<file path="config.mk">
export PLATFORM = sky130hd
export DESIGN_NAME = fifo_row_reader
export DESIGN_NICKNAME = d
export VERILOG_FILES = /design/src/rtl/fifo_row_reader.sv
export SDC_FILE = /design/constraint.sdc
export NUM_CORES = 1
export LEC_CHECK = 0
export ABC_CLOCK_PERIOD_IN_PS = 3000
export CAP_MARGIN = 20
export CORE_ASPECT_RATIO = 0.6
export CORE_UTILIZATION = 43
export DETAILED_ROUTE_END_ITERATION = 8
export GPL_TIMING_DRIVEN = 0
export PLACE_DENSITY = 0.75
export SYNTH_ARGS = -nofsm -noshare
export SYNTH_HDL_FRONTEND = slang
export SYNTH_SLANG_ARGS = --single-unit
</file>
<file path="constraint.sdc">
create_clock -name clk -period 3 [get_ports clk]
set_input_delay 0.3 -clock clk [delete_from_list [all_inputs] [get_ports clk]]
set_output_delay 0.3 -clock clk [all_outputs]
set_load 0.02 [all_outputs]
</file>
<file path="src/rtl/fifo_row_reader.sv">
// fifo_row_reader
// Drains a syn_fifo read port (rd_en/empty, registered data_out one cycle
// after rd_en) and packs ROW_LEN consecutive words into one row vector that
// is offered on a valid/ready stream to one row of the systolic skew logic.
//
// Optional feature macro: FIFO_ROW_READER_PAD_EN
//   defined   -> a flush emits the partial row, unfilled lanes read as zero
//   undefined -> a flush discards the partial row (default build)
module fifo_row_reader #(
    parameter int DATA_WIDTH = 8,
    parameter int ROW_LEN    = 4,
    parameter int CNT_W      = $clog2(ROW_LEN + 1)
) (
    input  logic                          clk,
    input  logic                          reset,
    output logic                          fifo_rd_en,
    input  logic                          fifo_empty,
    input  logic [DATA_WIDTH-1:0]         fifo_data,
    input  logic                          flush,
    output logic [DATA_WIDTH*ROW_LEN-1:0] row_data,
    output logic [CNT_W-1:0]              row_words,
    output logic                          row_valid,
    input  logic                          row_ready
);

    localparam logic [CNT_W:0]   ROW_LEN_EXT = (CNT_W + 1)'(ROW_LEN);
    localparam logic [CNT_W-1:0] ROW_LEN_CNT = CNT_W'(ROW_LEN);

    logic [CNT_W-1:0]              fill_cnt;
    logic                          inflight;
    logic [DATA_WIDTH*ROW_LEN-1:0] row_reg;

    logic [CNT_W:0]                pending;
    logic                          room;
    logic [CNT_W-1:0]              fill_next;
    logic                          row_complete;
    logic [DATA_WIDTH*ROW_LEN-1:0] row_cap;

    // Words already captured plus the one on its way must stay below a full
    // row, so the FIFO is never asked for more words than the row can take.
    always_comb begin
        pending      = {1'b0, fill_cnt} + {{CNT_W{1'b0}}, inflight};
        room         = (pending < ROW_LEN_EXT);
        fill_next    = fill_cnt + {{(CNT_W-1){1'b0}}, inflight};
        row_complete = inflight && (fill_next == ROW_LEN_CNT);
    end

    // Pop request; forced low while reset is held so the FIFO is never
    // popped during reset regardless of the order the two resets release.
    assign fifo_rd_en = reset && !fifo_empty && !row_valid && !flush && room;

    // Row image with the arriving word (if any) dropped into lane fill_cnt.
    always_comb begin
        row_cap = row_reg;
        for (int k = 0; k < ROW_LEN; k++) begin
            if (inflight && (fill_cnt == CNT_W'(k))) begin
                row_cap[k*DATA_WIDTH +: DATA_WIDTH] = fifo_data;
            end
        end
    end

    assign row_data = row_reg;

    // Row assembly, flush handling and the output handshake register.
    always_ff @(posedge clk or negedge reset) begin
        if (!reset) begin
            fill_cnt  <= '0;
            inflight  <= 1'b0;
            row_reg   <= '0;
            row_valid <= 1'b0;
            row_words <= '0;
        end else begin
            inflight <= fifo_rd_en;
            if (row_valid) begin
                if (row_ready) begin
                    row_valid <= 1'b0;
                    row_words <= '0;
                    fill_cnt  <= '0;
                    row_reg   <= '0;
                end
            end else if (flush) begin
`ifdef FIFO_ROW_READER_PAD_EN
                row_reg  <= row_cap;
                fill_cnt <= fill_next;
                if (fill_next != '0) begin
                    row_valid <= 1'b1;
                    row_words <= fill_next;
                end
`else
                row_reg  <= '0;
                fill_cnt <= '0;
`endif
            end else begin
                row_reg  <= row_cap;
                fill_cnt <= fill_next;
                if (row_complete) begin
                    row_valid <= 1'b1;
                    row_words <= ROW_LEN_CNT;
                end
            end
        end
    end

endmodule

</file>
==> results of run 1 <==
[where the power goes]
part / total (mW) / switching (mW) / leakage, nW / internal (mW)
logic: 0.0885 / 0.0501 / 0.406 / 0.0384
clock network: 0.327 / 0.171 / 0.0438 / 0.156
registers: 0.526 / 0.00655 / 0.527 / 0.520
[through the flow]
step	util	worst slack (ns)
after detailed placement	0.617	0.474
after CTS	0.641	0.215
after global routing	0.641	0.103
final	0.641	0.235
after global placement	0.619	-0.295
after floorplan	-	0.872
[worst paths after layout]
check                                  start           end  slack, ns
worst max-delay path             fill_cnt[0]    fifo_rd_en       0.24
worst min-delay path                   reset   row_data[9]        0.1
worst max register to register   fill_cnt[0]      inflight       1.38
worst min register to register  row_words[2]  row_words[2]       0.48
max in group asynchronous              reset   fill_cnt[0]       2.39
min in group clk                row_words[2]  row_words[2]       0.48
[cell families after synthesis]
kind of cell / share of synthesized area
flops: 0.618
simple gates: 0.0952
fa+ha+maj: 0.0163
xor+xnor: 0.00570
buf+inv: 0.0268
compound gates: 0.235
other cells: 0.00244
[cell usage after synthesis, types with 2 or more instances]
cell type / count / area share
a22o_1: 33 / 0.19
o41ai_1: 2 / 0.011
nand2_1: 4 / 0.0098
nor2_2: 2 / 0.0081
ha_1: 2 / 0.016
o21ai_2: 2 / 0.011
dfrtp_1: 38 / 0.62
buf_2: 3 / 0.0098
nand2b_1: 3 / 0.012
o21ai_0: 2 / 0.0065
a21o_1: 2 / 0.0098
nor2_1: 2 / 0.0049
buf_4: 2 / 0.0098
[sequential cells by signal, summed over array words and instances, names as in the netlist]
| register | count |
|---|---|
| row_words | 1 |
| row_data | 32 |
| inflight | 1 |
| row_valid | 1 |
| fill_cnt | 3 |
[placed cells by master, fill, tap and decap left out]
cell / n
clkdlybuf4s50_1: 46
buf_4: 2
nand2b_1: 3
ha_1: 2
nor4b_1: 1
a21boi_0: 1
o21ai_2: 2
clkbuf_8: 5
dfrtp_1: 38
conb_1: 2
o21ai_0: 2
or2_0: 1
nand2_1: 4
buf_2: 4
and2_4: 1
nor4b_4: 1
a21oi_1: 1
nand4bb_1: 1
buf_6: 1
a22o_1: 33
nor2_2: 2
nor2b_1: 1
xnor2_1: 1
o41ai_1: 2
clkinv_2: 2
a21o_1: 2
and2_1: 1
nand4b_1: 1
nor2_1: 2
and4bb_1: 1
[metal layers]
metal  share of wire  wire (µm)  GRT usage  vias to the layer above
met5               0          0          0                        -
met4           0.010         41     0.0606                        0
met3           0.094        370     0.0774                        5
met2            0.44       1740      0.320                       68
met1            0.45       1800      0.332                      623
li1                -          -          -                      531
[area by class of cell]
cell class | instances | area [µm²] | area share
Buffer | 6 | 41.3 | 0.0193
Clock buffer | 5 | 68.8 | 0.0321
Clock inverter | 2 | 10.0 | 0.00467
Multi-Input combinational cell | 68 | 549 | 0.256
Sequential cell | 38 | 951 | 0.444
Tap cell | 45 | 56.3 | 0.0263
Timing Repair Buffer | 47 | 465 | 0.217
==> impl_metrics.toml, run 1 <==
[outcome]
status = "finished, final reports clean"

[placed_design]
port_buffers = 47
dp.cells = 204
placed_area_um2 = 2060
place.gp.congestion = 0.832
hpwl_um = 2710

[cts]
cts_inserted_buffers = 5
cts_resized = 0
cts.htree.levels = 2
ctsHoldBuffers = 0
clockBufferDepth = 2
cts.clk_slew.worst_paths_ns = 0.07
cts_tree = "done"
clock_sinks = 38
postCtsSetupBuffers = 0
clock-root-buffer = "clkbuf_8"
clkLatencyLatePin_ns = 0.29

[logic_synthesis]
async_flop_share = 1.00
synth_area_um2 = 1540
synth_edf_count = 0
synth_cells = 111
synth_area_per_cell_um2 = 13.9
synth_seq_cells = 38
yosysUniqueCellTypes = 27
yosys_most_used_dff = "dfrtp_1"
ys.warnings.count = 0
yosysSeqAreaShare = 0.618

[finish]
post-route-cell-area_um2 = 2140
diodes = 0
layout-area-overhead-vs-synth_pct = 39.3
drive_above_1_share = 0.120
fin_cells = 211
fillers = 258
finalNetCount = 181

[critical_path]
critical_path_class = "reg -> out"
crit_top_cell = "ha_1"
crit_buf_inv = 1
start_kind = "flip-flop"
crit_chain = "ha_1 -> ha_1 -> nor2_1 -> a21oi_1 -> nor4b_1 -> clkdlybuf4s50_1"
critPathMaxFanout = 6
critPathTopFamily = "buffers and inverters"
critPathMaxStageDelay_ns = 0.68
cp_data_arrival_time_ns = 2.46
crit_slowest_cell = "clkdlybuf4s50_1"
cp-end-kind = "primary output"
cp.required_ns = 2.70
path_depth = 6
reg2reg_depth = 5

[flow_run]
cap_violations = 0

[timing]
setup_viol = 0
maxSlewHeadroom = 0.455
post-route-min-period_ns = 2.76
maxSlewViolCount = 0
hold_viol = 0
rsz0062_at_grt = "no"
worst_pin_slew_ns = 0.818
min_period_over_period = 0.922
holdWs_ns = 0.0984
fin_setup_tns_ns = 0
fmax_mhz = 362
fin_skew_ns = 0.00858

[die]
die_h_um = 48.3
initial_core_util = 0.460
row_count = 16
fp.dieArea_um2 = 3830
fp.coreArea_um2 = 3340
fp.dieW_um = 79.2
io_pins = 50

[detailed_routing]
wl_per_cell_um = 18.7
firstDrtPassIters = 4
drc = 0
viasPerCell = 5.82
wirelength_um = 3950
drtAntennaViolNets = 0
num_vias = 1227
drt-initial-drc-count = 60

[power]
ir_worst_vdd_v = 0.000251
fin_total_pwr_mw = 0.941
p_leak_nw = 0.977
powerDensity_nw_per_um2 = 439

[grt]
antenna_found_initial = 0
grt_overflow = 0
grt_max_degree = 40
track_usage = 0.226
grt_pass1_vias = 1244
grt_pass1_wl_um = 6360

[hold_path]
holdCritPathClass = "in -> async"
Note: power is estimated with default switching activity, not from simulation.
==> run 2, diff against run 1 <==
--- a/config.mk
+++ b/config.mk
@@ -8,10 +8,10 @@
 export ABC_CLOCK_PERIOD_IN_PS = 3000
 export CAP_MARGIN = 20
 export CORE_ASPECT_RATIO = 0.6
-export CORE_UTILIZATION = 43
+export CORE_UTILIZATION = 48
 export DETAILED_ROUTE_END_ITERATION = 8
 export GPL_TIMING_DRIVEN = 0
-export PLACE_DENSITY = 0.75
+export PLACE_DENSITY = 0.83
 export SYNTH_ARGS = -nofsm -noshare
 export SYNTH_HDL_FRONTEND = slang
 export SYNTH_SLANG_ARGS = --single-unit
==> impl_metrics.toml, run 2 (synthesis gave the netlist of run 1 again) <==
[outcome]
status = "finished, final reports clean"

[grt]
grt_overflow = 0
track_usage = 0.255
antenna_found_initial = 0
grt_max_degree = 40
grt_pass1_wl_um = 6050
grt_pass1_vias = 1168

[cts]
cts.htree.levels = 2
cts_resized = 0
cts_inserted_buffers = 5
ctsHoldBuffers = 0
cts_tree = "done"
clockBufferDepth = 2
postCtsSetupBuffers = 0
clock-root-buffer = "clkbuf_8"
clkLatencyLatePin_ns = 0.29
clock_sinks = 38
cts.clk_slew.worst_paths_ns = 0.08

[die]
fp.dieW_um = 75.1
die_h_um = 45.8
initial_core_util = 0.519
io_pins = 50
row_count = 15
fp.dieArea_um2 = 3440
fp.coreArea_um2 = 2970

[critical_path]
ff2ff_setup_slack_ns = 1.38
cp.required_ns = 2.70
r2r_end = "row_words[2]"
critical_path_class = "reg -> out"
cp_data_arrival_time_ns = 2.44
rr_startpoint = "fill_cnt[0]"
cp-end-kind = "primary output"
start_kind = "flip-flop"
critPathMaxFanout = 6
reg2reg_depth = 4

[detailed_routing]
num_vias = 1172
wirelength_um = 3900
drtAntennaViolNets = 0
drc = 0
firstDrtPassIters = 4
viasPerCell = 5.61
drt-initial-drc-count = 118
wl_per_cell_um = 18.7

[power]
switching_share = 0.213
p_switching_mw = 0.240
internal-power_mw = 0.891
powerDensity_nw_per_um2 = 515
p_comb_frac = 0.078
clkPwrFrac = 0.457
fin_total_pwr_mw = 1.13
ir_worst_vdd_v = 0.000368
pwr-share-seq = 0.465
p_leak_nw = 1.00

[finish]
post-route-cell-area_um2 = 2200
diodes = 0
layout_commonest_cell = "clkdlybuf4s50_1"
finalNetCount = 181
fillers = 203
drive_above_1_share = 0.126
final_cell_mix = "clkdlybuf4s50_1, dfrtp_1, a22o_1"
largest_register_ffs = 32
fin_cells = 209
layout-area-overhead-vs-synth_pct = 42.9

[timing]
maxSlewHeadroom = 0.460
post-route-min-period_ns = 2.74
fin_setup_tns_ns = 0
setup_viol = 0
holdWs_ns = 0.100
fmax_mhz = 365
worst_pin_slew_ns = 0.810
fin_skew_ns = 0.00976
hold_viol = 0
maxSlewViolCount = 0
rsz0062_at_grt = "no"
min_period_over_period = 0.913

[flow_run]
cap_violations = 0

[placed_design]
dp.cells = 201
hpwl_um = 2700
placed_area_um2 = 2060
port_buffers = 47
place.gp.congestion = 0.806

[hold_path]
holdCritPathClass = "in -> async"
-- run 2: changes by cell type in the layout (fill, tap and decap cells not counted) --
cell | before | now
bufinv_16 | 0 | 2
clkinv_4 | 0 | 1
clkinv_2 | 2 | 0
-- run 2: worst max-delay path, cell delays in order (launching register included) --
cell	delay [ns]
dfrtp_1	0.46
ha_1	0.25
ha_1	0.23
nor2_1	0.12
a21oi_1	0.05
nor4b_1	0.37
clkdlybuf4s50_1	0.68
-- run 2: worst max path at each step --
stage,from,endpoint,cells after the start
floorplan,fill_cnt[0],fifo_rd_en,5
global placement,reset,fifo_rd_en,3
detailed placement,flush,fifo_rd_en,5
CTS,fill_cnt[0],fifo_rd_en,6
global route,fill_cnt[0],fifo_rd_en,6
finish,fill_cnt[0],fifo_rd_en,6
-- run 2: power by group through the flow --
stage	combinational, mW	sequential, mW	clock, mW
after global placement	0.0855	0.535	0
after detailed placement	0.0874	0.536	0
after global routing	0.0950	0.527	0.552
after CTS	0.0880	0.526	0.523
final	0.0884	0.526	0.517
after floorplan	0.0287	0.542	0
-- run 2: area by class of cell --
cell class	instances	area [µm²]	area share
Sequential cell	38	951	0.433
Multi-Input combinational cell	68	549	0.250
Timing Repair Buffer	47	465	0.212
Clock buffer	5	68.8	0.0313
Clock inverter	3	68.8	0.0313
Tap cell	42	52.6	0.0239
Buffer	6	41.3	0.0188
-- run 2: metal layers --
metal	vias up	routed length, µm	global-route usage
li1	532	-	-
met1	597	1910	0.369
met2	43	1740	0.386
met3	0	242	0.0796
met4	0	0	0.0415
met5	-	0	0
-- run 2: metrics by stage --
step                 util  setup WS [ns]
finish              0.741          0.260
global route        0.741         0.0258
CTS                 0.741          0.218
detailed placement  0.695          0.481
global placement    0.696         -0.274
floorplan               -          0.872
==> run 3, diff against run 2 <==
--- a/config.mk
+++ b/config.mk
@@ -8,10 +8,11 @@
 export ABC_CLOCK_PERIOD_IN_PS = 3000
 export CAP_MARGIN = 20
 export CORE_ASPECT_RATIO = 0.6
-export CORE_UTILIZATION = 48
+export CORE_UTILIZATION = 50
+export CTS_BUF_LIST = sky130_fd_sc_hd__clkbuf_2 sky130_fd_sc_hd__clkbuf_4 sky130_fd_sc_hd__clkbuf_8
 export DETAILED_ROUTE_END_ITERATION = 8
 export GPL_TIMING_DRIVEN = 0
-export PLACE_DENSITY = 0.83
+export PLACE_DENSITY = 0.86
 export SYNTH_ARGS = -nofsm -noshare
 export SYNTH_HDL_FRONTEND = slang
 export SYNTH_SLANG_ARGS = --single-unit
==> impl_metrics.toml, run 3 (synthesis gave the netlist of run 1 again) <==
[detailed_routing]
drt-initial-drc-count = 133
num_vias = 1200
wirelength_um = 3870
wl_per_cell_um = 18.5
firstDrtPassIters = 4
drc = 0
viasPerCell = 5.74
drtAntennaViolNets = 0

[timing]
fmax_mhz = 370
setup_viol = 0
rsz0062_at_grt = "no"
hold_viol = 0
maxSlewViolCount = 0
min_period_over_period = 0.902
fin_skew_ns = 0.0122
post-route-min-period_ns = 2.71
maxSlewHeadroom = 0.456
worst_pin_slew_ns = 0.816

[die]
row_count = 15
fp.dieW_um = 73.6
io_pins = 50
fp.dieArea_um2 = 3310
die_h_um = 45.0
initial_core_util = 0.532
fp.coreArea_um2 = 2890

[power]
powerDensity_nw_per_um2 = 478
fin_total_pwr_mw = 1.04
p_leak_nw = 0.991
ir_worst_vdd_v = 0.000378

[finish]
largest_register_ffs = 32
drive_above_1_share = 0.126
final_cell_mix = "clkdlybuf4s50_1, dfrtp_1, a22o_1"
layout-area-overhead-vs-synth_pct = 41.0
fillers = 202
diodes = 0
fin_cells = 209
layout_commonest_cell = "clkdlybuf4s50_1"
finalNetCount = 181

[critical_path]
cp-endpoint = "fifo_rd_en"
rr_startpoint = "fill_cnt[0]"
reg2reg_depth = 4
ff2ff_setup_slack_ns = 1.37
start_kind = "flip-flop"
cp.required_ns = 2.70
cp_data_arrival_time_ns = 2.41
startpoint = "fill_cnt[0]"
cp-end-kind = "primary output"
critical_path_class = "reg -> out"
r2r_end = "row_words[2]"
critPathMaxFanout = 6

[cts]
clockBufferDepth = 2
cts.clk_slew.worst_paths_ns = 0.08
cts_resized = 0
clock_sinks = 38
cts.htree.levels = 2
ctsHoldBuffers = 0
clock-root-buffer = "clkbuf_8"
clkLatencyLatePin_ns = 0.29
cts_inserted_buffers = 5
cts_tree = "done"
postCtsSetupBuffers = 0

[flow_run]
cap_violations = 0

[grt]
grt_overflow = 0
antenna_found_initial = 0
track_usage = 0.254
grt_pass1_wl_um = 5930
grt_pass1_vias = 1118
grt_max_degree = 40

[outcome]
status = "finished, final reports clean"

[placed_design]
place.gp.congestion = 0.829
hpwl_um = 2690
port_buffers = 47
dp.cells = 201

[hold_path]
holdCritPathClass = "in -> async"
## run 3: final cells by class
class | instances | area, µm² | share of cell area
flip-flops and latches | 38 | 951 | 0.439
clock buffers | 5 | 68.8 | 0.0317
repair buffers | 47 | 465 | 0.215
multi-input cells | 68 | 549 | 0.253
clock inverters | 3 | 40.0 | 0.0185
well taps | 42 | 52.6 | 0.0242
plain buffers | 6 | 41.3 | 0.0190
## run 3: critical path: stages (launching register included)
cell             delay [ns]
dfrtp_1                0.45
ha_1                   0.25
ha_1                   0.22
nor2_1                 0.11
a21oi_1                0.05
nor4b_1                0.36
clkdlybuf4s50_1        0.69
## run 3: per-stage QoR
| step | setup slack (ns) | hold WS (ns) | util | instance area (µm²) | setup TNS [ns] |
|---|---|---|---|---|---|
| finish | 0.295 | 0.103 | 0.750 | 2170 | 0 |
| global route | 0.200 | 0.184 | 0.750 | 2170 | 0 |
| CTS | 0.289 | 0.132 | 0.750 | 2170 | 0 |
| detailed placement | 0.495 | 0.445 | 0.713 | 2060 | 0 |
| global placement | -0.270 | 0.461 | 0.714 | 2060 | -0.270 |
| floorplan | 0.872 | 0.00441 | - | 1540 | 0 |
## run 3: report_power, final
| part | internal, mW | leakage (nW) | switching [mW] |
|---|---|---|---|
| Clock | 0.245 | 0.0579 | 0.175 |
| Combinational | 0.0385 | 0.406 | 0.0510 |
| Sequential | 0.519 | 0.527 | 0.00647 |
## run 3: worst min-delay path by stage
stage                       startpoint            to  slack [ns]  cells past startpoint
after floorplan                  reset   fill_cnt[0]       0.004                      0
after global placement    row_words[2]  row_words[2]        0.46                      2
after detailed placement         reset     row_valid        0.44                      1
after CTS                        reset  row_data[31]        0.13                      1
after global routing             reset  row_data[16]        0.18                      1
final                            reset  row_data[16]        0.10                      1
## run 3: metal layers
metal / wire length [µm] / vias to the layer above / GRT usage
met5: 0 / - / 0
met4: 36 / 0 / 0.0885
met3: 228 / 4 / 0.0625
met2: 1780 / 48 / 0.365
met1: 1830 / 616 / 0.378
li1: - / 532 / -
